--- config.mk ---
export PLATFORM = sky130hd
export DESIGN_NAME = mesh_xy_router
export DESIGN_NICKNAME = d
export VERILOG_FILES = /design/src/rtl/mesh_xy_router.sv
export SDC_FILE = /design/constraint.sdc
export NUM_CORES = 1
export LEC_CHECK = 0
export ABC_CLOCK_PERIOD_IN_PS = 10200
export CAP_MARGIN = 20
export CORE_ASPECT_RATIO = 0.8
export CORE_MARGIN = 1
export CORE_UTILIZATION = 50
export CTS_CLUSTER_DIAMETER = 150
export CTS_CLUSTER_SIZE = 25
export DETAILED_ROUTE_END_ITERATION = 8
export PLACE_DENSITY_LB_ADDON = 0.2
export SETUP_SLACK_MARGIN = 0.3
export SLEW_MARGIN = 40
export SYNTH_ARGS = -nofsm -noshare
export SYNTH_HDL_FRONTEND = slang
export SYNTH_SLANG_ARGS = --single-unit
--- constraint.sdc ---
create_clock -name clk -period 10.2 [get_ports clk]
set_input_delay 1.53 -clock clk [delete_from_list [all_inputs] [get_ports clk]]
set_output_delay 1.53 -clock clk [all_outputs]
set_load 0.05 [all_outputs]
--- src/rtl/mesh_xy_router.sv ---
// Five-port mesh router: per-input FIFOs, dimension-ordered route decode on each
// FIFO head, per-output round-robin arbitration into registered output stages.
module mesh_xy_router #(
  parameter int DATA_W     = 32,
  parameter int COORD_W    = 4,
  parameter int FIFO_DEPTH = 2,
  parameter int ROUTE_YX   = 0
) (
  input  logic                  clk,
  input  logic                  rst_n,
  input  logic [COORD_W-1:0]    my_x,
  input  logic [COORD_W-1:0]    my_y,
  input  logic [4:0]            in_valid,
  output logic [4:0]            in_ready,
  input  logic [5*DATA_W-1:0]   in_data,
  output logic [4:0]            out_valid,
  input  logic [4:0]            out_ready,
  output logic [5*DATA_W-1:0]   out_data
);

  // Handshake: a flit moves across any port on a rising edge where valid and
  // ready are both high; a source holds valid and data stable until that edge.
  localparam int NP    = 5;
  localparam int PTR_W = (FIFO_DEPTH > 1) ? $clog2(FIFO_DEPTH) : 1;
  localparam int CNT_W = $clog2(FIFO_DEPTH + 1);

  typedef logic [2:0] port_t;
  localparam port_t P_L = 3'd0;
  localparam port_t P_E = 3'd1;
  localparam port_t P_W = 3'd2;
  localparam port_t P_N = 3'd3;
  localparam port_t P_S = 3'd4;

  function automatic port_t route_of(input logic [2*COORD_W-1:0] hdr,
                                     input logic [COORD_W-1:0]   mx,
                                     input logic [COORD_W-1:0]   my);
    logic [COORD_W-1:0] dx;
    logic [COORD_W-1:0] dy;
    port_t xp;
    port_t yp;
    dx = hdr[COORD_W-1:0];
    dy = hdr[2*COORD_W-1:COORD_W];
    xp = (dx > mx) ? P_E : ((dx < mx) ? P_W : P_L);
    yp = (dy > my) ? P_N : ((dy < my) ? P_S : P_L);
    if (ROUTE_YX != 0) route_of = (yp != P_L) ? yp : xp;
    else               route_of = (xp != P_L) ? xp : yp;
  endfunction

  logic [DATA_W-1:0] mem    [NP][FIFO_DEPTH];
  logic [PTR_W-1:0]  rd_ptr [NP];
  logic [PTR_W-1:0]  wr_ptr [NP];
  logic [CNT_W-1:0]  count  [NP];
  logic [DATA_W-1:0] head   [NP];
  port_t             route  [NP];
  logic [NP-1:0]     push;
  logic [NP-1:0]     pop;

  logic [NP-1:0]     req    [NP];
  logic [NP-1:0]     grant  [NP];
  port_t             winner [NP];
  port_t             rr_ptr [NP];
  logic [NP-1:0]     free_o;

  always_comb begin
    for (int p = 0; p < NP; p++) begin
      in_ready[p] = (count[p] < CNT_W'(FIFO_DEPTH));
      push[p]     = in_valid[p] & in_ready[p];
      head[p]     = mem[p][rd_ptr[p]];
      route[p]    = route_of(head[p][2*COORD_W-1:0], my_x, my_y);
    end
  end

  // Round-robin search starts at rr_ptr[o] and wraps from port 4 back to port 0.
  always_comb begin
    logic found;
    int   c;
    found = 1'b0;
    c     = 0;
    pop   = '0;
    for (int o = 0; o < NP; o++) begin
      free_o[o] = ~out_valid[o] | out_ready[o];
      grant[o]  = '0;
      winner[o] = P_L;
      found     = 1'b0;
      for (int p = 0; p < NP; p++) begin
        req[o][p] = (count[p] != '0) && (route[p] == port_t'(o));
      end
      for (int k = 0; k < NP; k++) begin
        c = int'(rr_ptr[o]) + k;
        if (c >= NP) c = c - NP;
        if (!found && free_o[o] && req[o][c]) begin
          found       = 1'b1;
          grant[o][c] = 1'b1;
          winner[o]   = port_t'(c);
        end
      end
    end
    for (int p = 0; p < NP; p++) begin
      for (int o = 0; o < NP; o++) begin
        pop[p] = pop[p] | grant[o][p];
      end
    end
  end

  always_ff @(posedge clk or negedge rst_n) begin
    if (!rst_n) begin
      for (int p = 0; p < NP; p++) begin
        rd_ptr[p] <= '0;
        wr_ptr[p] <= '0;
        count[p]  <= '0;
      end
    end else begin
      for (int p = 0; p < NP; p++) begin
        if (push[p]) wr_ptr[p] <= wr_ptr[p] + PTR_W'(1);
        if (pop[p])  rd_ptr[p] <= rd_ptr[p] + PTR_W'(1);
        count[p] <= count[p] + CNT_W'(push[p]) - CNT_W'(pop[p]);
      end
    end
  end

  // Storage needs no reset: the counts alone define which entries are live.
  always_ff @(posedge clk) begin
    for (int p = 0; p < NP; p++) begin
      if (push[p]) mem[p][wr_ptr[p]] <= in_data[p*DATA_W +: DATA_W];
    end
  end

  always_ff @(posedge clk or negedge rst_n) begin
    if (!rst_n) begin
      out_valid <= '0;
      out_data  <= '0;
      for (int o = 0; o < NP; o++) rr_ptr[o] <= P_L;
    end else begin
      for (int o = 0; o < NP; o++) begin
        if (grant[o] != '0) begin
          out_valid[o]                   <= 1'b1;
          out_data[o*DATA_W +: DATA_W]   <= head[winner[o]];
          rr_ptr[o]                      <= (winner[o] == P_S) ? P_L : winner[o] + 3'd1;
        end else if (out_ready[o]) begin
          out_valid[o] <= 1'b0;
        end
      end
    end
  end

endmodule

After elaboration in Yosys (flattened, before gate mapping). Memory sizes are Yosys's and may differ from the RTL's. Index checks and enable logic that the tools add are counted.

Register bits: 200. Memory bits (writable): 320. Bits of input ports: 180. Output and inout port bits: 170. Word-level logic and storage cells: 771. Memories kept: 1.

Memories: mem (depth 5, bits a word 64, rd ports 5, clocked after memory_dff 0, wr ports 5, line 49) `logic [DATA_W-1:0] mem [NP][FIFO_DEPTH];`.

Add/sub/neg operators: 70. Order comparisons: 120. Equal/unequal tests: 25. Mux-type cells: 310. Bitwise logic cells: 70. Reductions and logical operators: 145.

Operators by type and width (count): $mux 32 (55); $ge 32x1->1 const B (25); $lt 32x5->1 const B (25); $bmux 32 s3 (5); $mux 64 (5); $demux 32 s1 (5); $mux 3 (45); $mux 5 (25); $mux 1 (110); $logic_and 1x1->1 (100); $or 5x5->5 (20); $sub 4x3->5 const B (20); $ge 4x3->1 const B (20); $bmux 1 s3 (25); $demux 1 s3 (25); $add 3x2->4 const B (10); $gt 4x4->1 (10); $lt 4x4->1 (10); $eq 3x2->1 const B (10); $eq 3x3->1 const B (10); $or 1x1->1 (25); $reduce_bool 5->1 (5); $add 3x1->4 const B (5); $add 3x3->4 const B (5); other kinds (20) (140).

Depth between registers and ports, before layout. Gate-level depths: netlist (run 1).

Depth in word-level cells: 37. Depth in mapped cells: 24. Depth with buffers taken out: 20.

Least setup slack after synthesis (run 1). No wires, ideal clock.

Path type: input-to-reg. Start point: in my_x[3]. End point: reg count[1] in the netlist's numbering. Setup time: 0.123 ns. Arrival: 5.582 ns. Data required time: 10.077 ns. Setup slack: 4.495 ns. Cell stages on the path: 20. Buffers on the path: 2. Cells stage by stage: inv_1 -> ha_1 -> nand4_1 -> a311o_1 -> clkbuf_1 -> a211oi_1 -> a22oi_1 -> a22o_1 -> nand3_1 -> clkbuf_1 -> nor3_1 -> a211o_1 -> a31oi_1 -> inv_1 -> or4_1 -> ha_1 -> inv_1 -> ha_1 -> xnor2_1 -> xnor2_1.

Cells in the longest elaborated chain, start to end: 33. Elaborated cells on any way between the ends: 290. Those cells by class: 1 x add/sub; 10 x order compare; 20 x eq/ne; 135 x mux; 24 x bitwise; 100 x reduce/logical.

RTL lines: from (decl) (line 11) `input logic [COORD_W-1:0] my_x,`; $lt 4x4->1 (line 43) `xp = (dx > mx) ? P_E : ((dx < mx) ? P_W : P_L);`; $mux 2 (2 in a row) (line 43); $reduce_bool 3->1 (line 46) `else route_of = (xp != P_L) ? xp : yp;`; $mux 3 (line 46); $eq 3x1->1 / $logic_not 3->1 (equally long branches) (line 86) `req[o][p] = (count[p] != '0) && (route[p] == port_t'(o));`; $logic_and 1x1->1 (line 86); $bmux 1 s3 (line 91) `if (!found && free_o[o] && req[o][c]) begin`; $mux 1 (implied by the code) (2 in a row) (line 91); [11 not listed]; $logic_and 1x1->1 (2 in a row) (line 91); $mux 1 (line 91); $logic_not 1->1 (line 91); $logic_and 1x1->1 (2 in a row) (line 91); $mux 5 (line 91); $or 1x1->1 (3 in a row) (line 100) `pop[p] = pop[p] | grant[o][p];`; $or 1x1->1 (*) (line 100); $sub 2x1->2 (*) (line 116) `count[p] <= count[p] + CNT_W'(push[p]) - CNT_W'(pop[p]);`; to (signal, indexed assignment) (line 116); to (decl) (line 52) `logic [CNT_W-1:0] count [NP];`.

Every way passes the cells marked *; elsewhere a longest branch is shown, timed or not. The select of a mux whose other input is x is not followed. A chain may end at the register's enable or synchronous reset.

Worst setup path in the final report (run 1).
Start point: reg rd_ptr[0] in the netlist's numbering. End point: reg count[5] in the netlist's numbering.

Cells in the longest elaborated chain, start to end: 37. Elaborated cells on any way between the ends: 234. Those cells by class: 1 x add/sub; 4 x order compare; 4 x eq/ne; 128 x mux; 25 x bitwise; 72 x reduce/logical.

RTL lines: from (decl) (line 50) `logic [PTR_W-1:0] rd_ptr [NP];`; from (signal, indexed assignment) (line 115) `if (pop[p]) rd_ptr[p] <= rd_ptr[p] + PTR_W'(1);`; $not 1->2 (implied by the code) (*) (line 68) `head[p] = mem[p][rd_ptr[p]];`; $mux 32 (implied by the code) (*) (3 in a row) (line 68); $lt 4x4->1 (line 43); $mux 2 (2 in a row) (line 43); $reduce_bool 3->1 (line 46); $mux 3 (*) (line 46); $eq 3x1->1 / $logic_not 3->1 (equally long branches) (line 86); $logic_and 1x1->1 (line 86); [14 not listed]; $logic_and 1x1->1 (2 in a row) (line 91); $mux 1 (line 91); $logic_not 1->1 (line 91); $logic_and 1x1->1 (2 in a row) (line 91); $mux 5 (line 91); $or 1x1->1 (3 in a row) (line 100); $or 1x1->1 (*) (line 100); $sub 2x1->2 (*) (line 116).

Marks and branches as above.

==> summary.md, run 1 <==
| Metric | Value |
|---|---|
| Area delta synth->final | 16.9% |
| Critical Path Fanout Max | 24 |
| Worst EP arrival | about 8 ns |
| DIE WIDTH | 297 um |
| Via Count | ~32k |
| Commonest cells after routing, fill and taps aside | mux2i_1 (351), clkdlybuf4s50_1 (348), edfxtp_1 (320), nand2_1 (316), dfrtp_1 (194) |
| Largest net degree at the start of global routing | 96 |
| Main synth FF type | edfxtp_1 |
| # setup viols final | 0 |
| Cts bufs inserted | 24 |
| Highest cell delay on the worst timing path | 0.72 ns |
| I/O pin count | 350 |
| Cell Chain, Critical Path | buf_4, mux2i_2, inv_1, ha_1, nand2b_1, a311oi_2, nor3b_1, a22oi_1, o22a_1, o21ai_0, buf_4, nor3_1, a32oi_1, o311ai_2, nor4_1, nand4_1, ha_1, inv_1, ha_1, xnor2_1, xnor2_1 |
| Post-synthesis cell area | 0.0349 mm2 |
| Slew Limit Fails | 0 |
| Fin crit share | about 74% |
| Buffers added on ports | between 300 and 400 |
| Syn. warnings | 0 |
| Max cap viols | 0 |
| Routability congestion estimate | 1.03 |
| TritonCTS clock tree | done |
| First-pass GRT wire length | 201,000 um |
| Chip height | 238 um |
| Most common cell after layout, fill and taps aside | mux2i_1 |
| GRT overflow | 0 |
| CTS HTree Levels | 1 |
| Nets | 4,102 |
| Post-synth EDFFs | between 300 and 400 |
| Post-CTS Setup Bufs | 0 |
| WL met3 | 20,600 um |
| DRT antenna net count | 0 |
| RSZ-0062 raised after global routing | false |
| Syn nets | 3,861 |
| Top cell by count, worst path | ha_1 |
| Critical Path Source Type | register |
| Clk sink count | 520 |
| Yosys reg bits | 520 |
| Via density | 6.74 |
| Vias in the first global route | approximately 29k |
| Core box area | 0.0690 mm2 |
| Die area | 0.0709 mm2 |
| Hpwl dp | 105,000 um |
| Total Routing Usage GR | 38.2% |
| DRC Markers | 7 |
| PostCTS Resize Cnt | 0 |
| Hold Crit Class | register to register |
| Setup TNS | 0 ns |
| Starting Density | 50.6% |
| Worst slew pin tran | 0.950 ns |
| FP Rows | 86 |
| Initial DRT Pass Iterations | 9 |
| Failing checks | design-rule violations |
| Crit path kind | register to register |
| Distinct cells, synth | 100 |
| Slew margin rel. | 34.8% |
| Crit path capture type | register |
| Buffers & Inverters on Critical Path | 4 |
| Drt total wl | 140,000 um |
| Register clock-pin slew on the reported worst setup and hold paths | 0.12 ns |
| Average cell area after synthesis | 9.81 um2 |
| Cell family with most CP delay | simple AND/OR/NAND/NOR gates |
| CP Data Required Time | 10.77 ns |
| CTS max path bufs | 3 |
| Fin Clk Skew | approximately 0.056 ns |
| Register area share after synthesis | 41.9% |
| Crit path time final | about 7.6 ns |
| Max Used Layer | met5 |
| Status | complete, but fails checks |
| DRT iter0 DRCs | between 4k and 5k |
| Mapped Cells | around 3.6k |
| M1 WL | 62,300 um |
| Max Freq | 132 MHz |
| Worst skew pair latency | 0.64 ns |
| Layout cells sized above 1 | 9.07% |
| DR WL/cell | 29.5 um |
| CTS hold repair buffers | 0 |
| Initial antenna violation count | 5 |
| DR WL met2 | 53,400 um |
| Final hold viol count | 0 |
| Synth async-reset ratio | about two fifths |
| Slowest cell on crit path | dfrtp_2 |
| Clock root buffer | clkbuf_16 |
[worst paths after layout]
path / slack, ns / start / end / cells past startpoint
min: 0.49 / out_data[17]$_DFFE_PN0P_ / out_data[17]$_DFFE_PN0P_ / 1
max reg2reg: 2.62 / rd_ptr[0]$_DFFE_PN0N_ / count[5]$_DFF_PN0_ / 21
max in group asynchronous: 8.13 / rst_n / out_data[123]$_DFFE_PN0P_ / 3
max: 2.62 / rd_ptr[0]$_DFFE_PN0N_ / count[5]$_DFF_PN0_ / 21
min reg2reg: 0.49 / out_data[17]$_DFFE_PN0P_ / out_data[17]$_DFFE_PN0P_ / 1
min in group asynchronous: 0.80 / rst_n / out_valid[1]$_DFFE_PN0P_ / 1
[through the flow]
step / cells / setup slack (ns) / utilization [%] / instance area (um2) / hold WS, ns
floorplan: 3556 / 4.49 / - / 34900 / 0.461
global placement: 4680 / 2.23 / 57.3 / 39500 / 0.462
detailed placement: 4689 / 2.83 / 57.8 / 39900 / 0.467
CTS: 4733 / 2.90 / 58.8 / 40600 / 0.489
global route: 4742 / 2.38 / 59.1 / 40800 / 0.505
finish: 4742 / 2.62 / 59.1 / 40800 / 0.486
[cell type report]
class | instances | area [um2]
Fill cell | 5847 | 28200
Multi-Input combinational cell | 2661 | 19300
Sequential cell | 520 | 14600
Timing Repair Buffer | 448 | 4450
Tap cell | 924 | 1160
Clock buffer | 42 | 668
Inverter | 142 | 536
Clock inverter | 2 | 23.8
Antenna cell | 3 | 7.51
[routing by layer]
layer | track usage [%] | vias up
met1 | 59.3 | 15600
met2 | 49.1 | 2147
met4 | 9.06 | 6
met3 | 13.8 | 208
li1 | - | 14000
met5 | 0 | -
[cell families (layout without fill, tap and decap cells)]
family	Yosys count	after routing	synth area share, %
DFF	520	520	41.9
buffers and inverters	375	634	4.20
and+or+nand+nor	1006	1006	14.3
AOI/OAI and AO/OA	998	998	19.6
muxes	482	482	14.2
adders and majority gates	125	125	4.59
xor gates and xnor gates	50	50	1.25
other	0	3	0
[cell usage after synthesis (14+ instances only)]
cell type | number | share of area, %
mux2i_1 | 400 | 11
edfxtp_1 | 320 | 28
nand2_1 | 316 | 3.4
dfrtp_1 | 200 | 14
nor2_1 | 192 | 2.1
a21oi_1 | 172 | 2.5
o21ai_0 | 171 | 2.5
clkbuf_1 | 170 | 1.8
inv_1 | 135 | 1.5
ha_1 | 120 | 4.3
o22ai_1 | 94 | 1.7
nor3_1 | 87 | 1.2
nand3_1 | 85 | 1.2
mux2_2 | 80 | 2.6
nand2b_1 | 66 | 1.2
nor2b_1 | 63 | 1.1
o221ai_1 | 57 | 1.4
a21o_1 | 49 | 1.1
o31ai_1 | 47 | 1.0
a211oi_1 | 45 | 0.97
a31oi_1 | 44 | 0.79
nor4_1 | 37 | 0.66
o22a_1 | 36 | 0.90
buf_2 | 35 | 0.50
xnor2_1 | 35 | 0.88
a2111oi_0 | 30 | 0.75
o21a_1 | 30 | 0.65
o211ai_1 | 26 | 0.56
a22oi_1 | 25 | 0.54
buf_1 | 24 | 0.26
and3_1 | 22 | 0.39
or3_1 | 22 | 0.39
o21ai_1 | 21 | 0.30
nand4_1 | 19 | 0.34
a211o_1 | 18 | 0.45
a32oi_1 | 15 | 0.38
xor2_1 | 15 | 0.38
or2_2 | 14 | 0.25
[flip-flops by register name, indices dropped and copies added (netlist names)]
| register | count |
|---|---|
| mem | 320 |
| out_data | 160 |
| rr_ptr | 15 |
| count | 10 |
| out_valid | 5 |
| rd_ptr | 5 |
| wr_ptr | 5 |
Power of run 1 is not shown: default switching activity piles up to over one toggle a cycle in this logic, so the estimate is an artifact.
==> run 2, diff against run 1 <==
Settings changed: ABC_CLOCK_PERIOD_IN_PS 10200 to 7180.
Clock period 10.2 ns to 7.18 ns, I/O delays scaled along.
==> summary.md, run 2 (synthesis gave the netlist of run 1 again) <==
| Metric | Value |
|---|---|
| Status | complete, but fails checks |
| Total Routing Usage GR | 38.2% |
| Worst slew pin tran | 0.969 ns |
| Core box area | 0.0690 mm2 |
| Initial DRT Pass Iterations | 9 |
| Clock root buffer | clkbuf_16 |
| Clk sink count | 520 |
| DIE WIDTH | 297 um |
| Worst EP arrival | approximately 7.1 ns |
| Layout cells sized above 1 | 10.4% |
| Area delta synth->final | 18.6% |
| Commonest cells after routing, fill and taps aside | mux2i_1 (357), clkdlybuf4s50_1 (348), edfxtp_1 (320), nand2_1 (316), dfrtp_1 (194) |
| Cts bufs inserted | 24 |
| Final core utilization | 60.0% |
| Nets | 4,183 |
| TritonCTS clock tree | done |
| I/O pin count | 350 |
| Critical Path End | count[9]$_DFF_PN0_ |
| Via density | 6.68 |
| Crit path kind | register to register |
| DRC Markers | 8 |
| Final hold viol count | 0 |
| GRT overflow | 0 |
| Vias in the first global route | 28.8k |
| FP Rows | 86 |
| Max cap viols | 0 |
| Critical Path Source Type | register |
| Crit path capture type | register |
| Hold Crit Class | input port to asynchronous set/reset pin |
| Slew Limit Fails | 0 |
| Max reg flops | 320 |
| Max Freq | between 150 and 200 MHz |
| Failing checks | design-rule violations |
| Buffers added on ports | 349 |
| Chip height | 238 um |
| R2R cell count | 20 |
| Reg-to-Reg Start | rd_ptr[1]$_DFFE_PN0N_ |
| DRT antenna net count | 0 |
| CTS HTree Levels | 1 |
| # setup viols final | 0 |
| RSZ-0062 raised after global routing | false |
| R2R Setup Slk | 0.62 ns |
| Fin Clk Skew | 0.0408 ns |
| Hpwl dp | 107,000 um |
| Crit path time final | 6.56 ns |
| DRT iter0 DRCs | ~4.6k |
| DR WL/cell | 29.2 um |
| Die area | 0.0709 mm2 |
| Setup TNS | 0 ns |
| First-pass GRT wire length | 200,000 um |
| Critical Path Fanout Max | 10 |
| Routability congestion estimate | 1.03 |
| Most common cell after layout, fill and taps aside | mux2i_1 |
| Worst setup path start | rd_ptr[1]$_DFFE_PN0N_ |
| Slew margin rel. | 33.6% |
| Fin crit share | 91.3% |
| Register clock-pin slew on the reported worst setup and hold paths | 0.12 ns |
| CTS max path bufs | 3 |
| CP Data Required Time | 7.73 ns |
| CTS hold repair buffers | 0 |
| Number of fill cells in the layout | 5,826 |
| Initial antenna violation count | 7 |
| Largest net degree at the start of global routing | roughly 90 |
| Drt total wl | roughly 140,000 um |
| Worst skew pair latency | 0.63 ns |
| Starting Density | about half |
| Worst r2r dst | count[9]$_DFF_PN0_ |
| Via Count | 32.3k |
## run 2: cell count changes in the layout (fill, tap and decap cells not counted), sizes merged
| cell | previous run | this run |
|---|---|---|
| clkinvlp | 1 | 0 |
| inv | 137 | 138 |
| diode | 3 | 8 |
| clkbuf | 42 | 43 |
| buf | 100 | 180 |
## run 2: final cells by class
cell class                      instances  area, um2  share of cell area [%]
Inverter                              142        533                    1.29
Clock inverter                          2       22.5                  0.0544
Clock buffer                           42        668                    1.61
Tap cell                              924       1160                    2.79
Sequential cell                       520      14600                    35.3
Timing Repair Buffer                  529       5100                    12.3
Antenna cell                            8       20.0                  0.0484
Multi-Input combinational cell       2661      19300                    46.6
## run 2: stage by stage
step                instances  hold WS, ns  instance area (um2)  setup slack, ns
floorplan                3556        0.461                34900             1.57
finish                   4828        0.309                41400            0.623
CTS                      4818        0.502                41200            0.811
global placement         4769        0.472                40300            0.551
detailed placement       4774        0.477                40500            0.586
global route             4824        0.300                41400            0.415
## run 2: critical path: stages (launching register included)
cell and delay (ns):
dfrtp_2 0.64, mux2i_2 0.53, inv_1 0.27, ha_1 0.35, nor2b_1 0.26, o311ai_0 0.21, a2111oi_0 0.47, buf_4 0.23
a211oi_1 0.07, or3_1 0.50, nand4_1 0.22, nor2_1 0.18, and4b_1 0.25, nor4_1 0.69, nand4_1 0.52, buf_4 0.31
ha_1 0.26, inv_1 0.04, ha_1 0.18, xnor2_1 0.17, xnor2_1 0.13
## run 2: metal layers
layer | global-route usage, % | routed length, um | up-vias
met5 | 0 | 0 | -
met4 | 9.04 | 3950 | 0
met3 | 15.2 | 21700 | 245
met2 | 50.7 | 54400 | 2209
met1 | 57.2 | 60800 | 15700
li1 | - | - | 14100
## run 2: worst min path at each step
stage / start / end / slack (ns) / cells past startpoint
2_1_floorplan: wr_ptr[0]$_DFFE_PN0P_ / wr_ptr[0]$_DFFE_PN0P_ / 0.46 / 1
3_3_place_gp: out_data[18]$_DFFE_PN0P_ / out_data[18]$_DFFE_PN0P_ / 0.47 / 1
3_5_place_dp: out_data[121]$_DFFE_PN0P_ / out_data[121]$_DFFE_PN0P_ / 0.48 / 2
4_1_cts: rst_n / out_data[54]$_DFFE_PN0P_ / 0.50 / 1
5_1_grt: rst_n / out_data[62]$_DFFE_PN0P_ / 0.30 / 1
6_report: rst_n / out_data[62]$_DFFE_PN0P_ / 0.31 / 1
## run 2: timing repair
action	4_1_cts	5_1_grt
setup buffers	0	0
resized for setup	0	2
endpoints found under the setup margin	0	1
Power of run 2 is left out for the same reason.
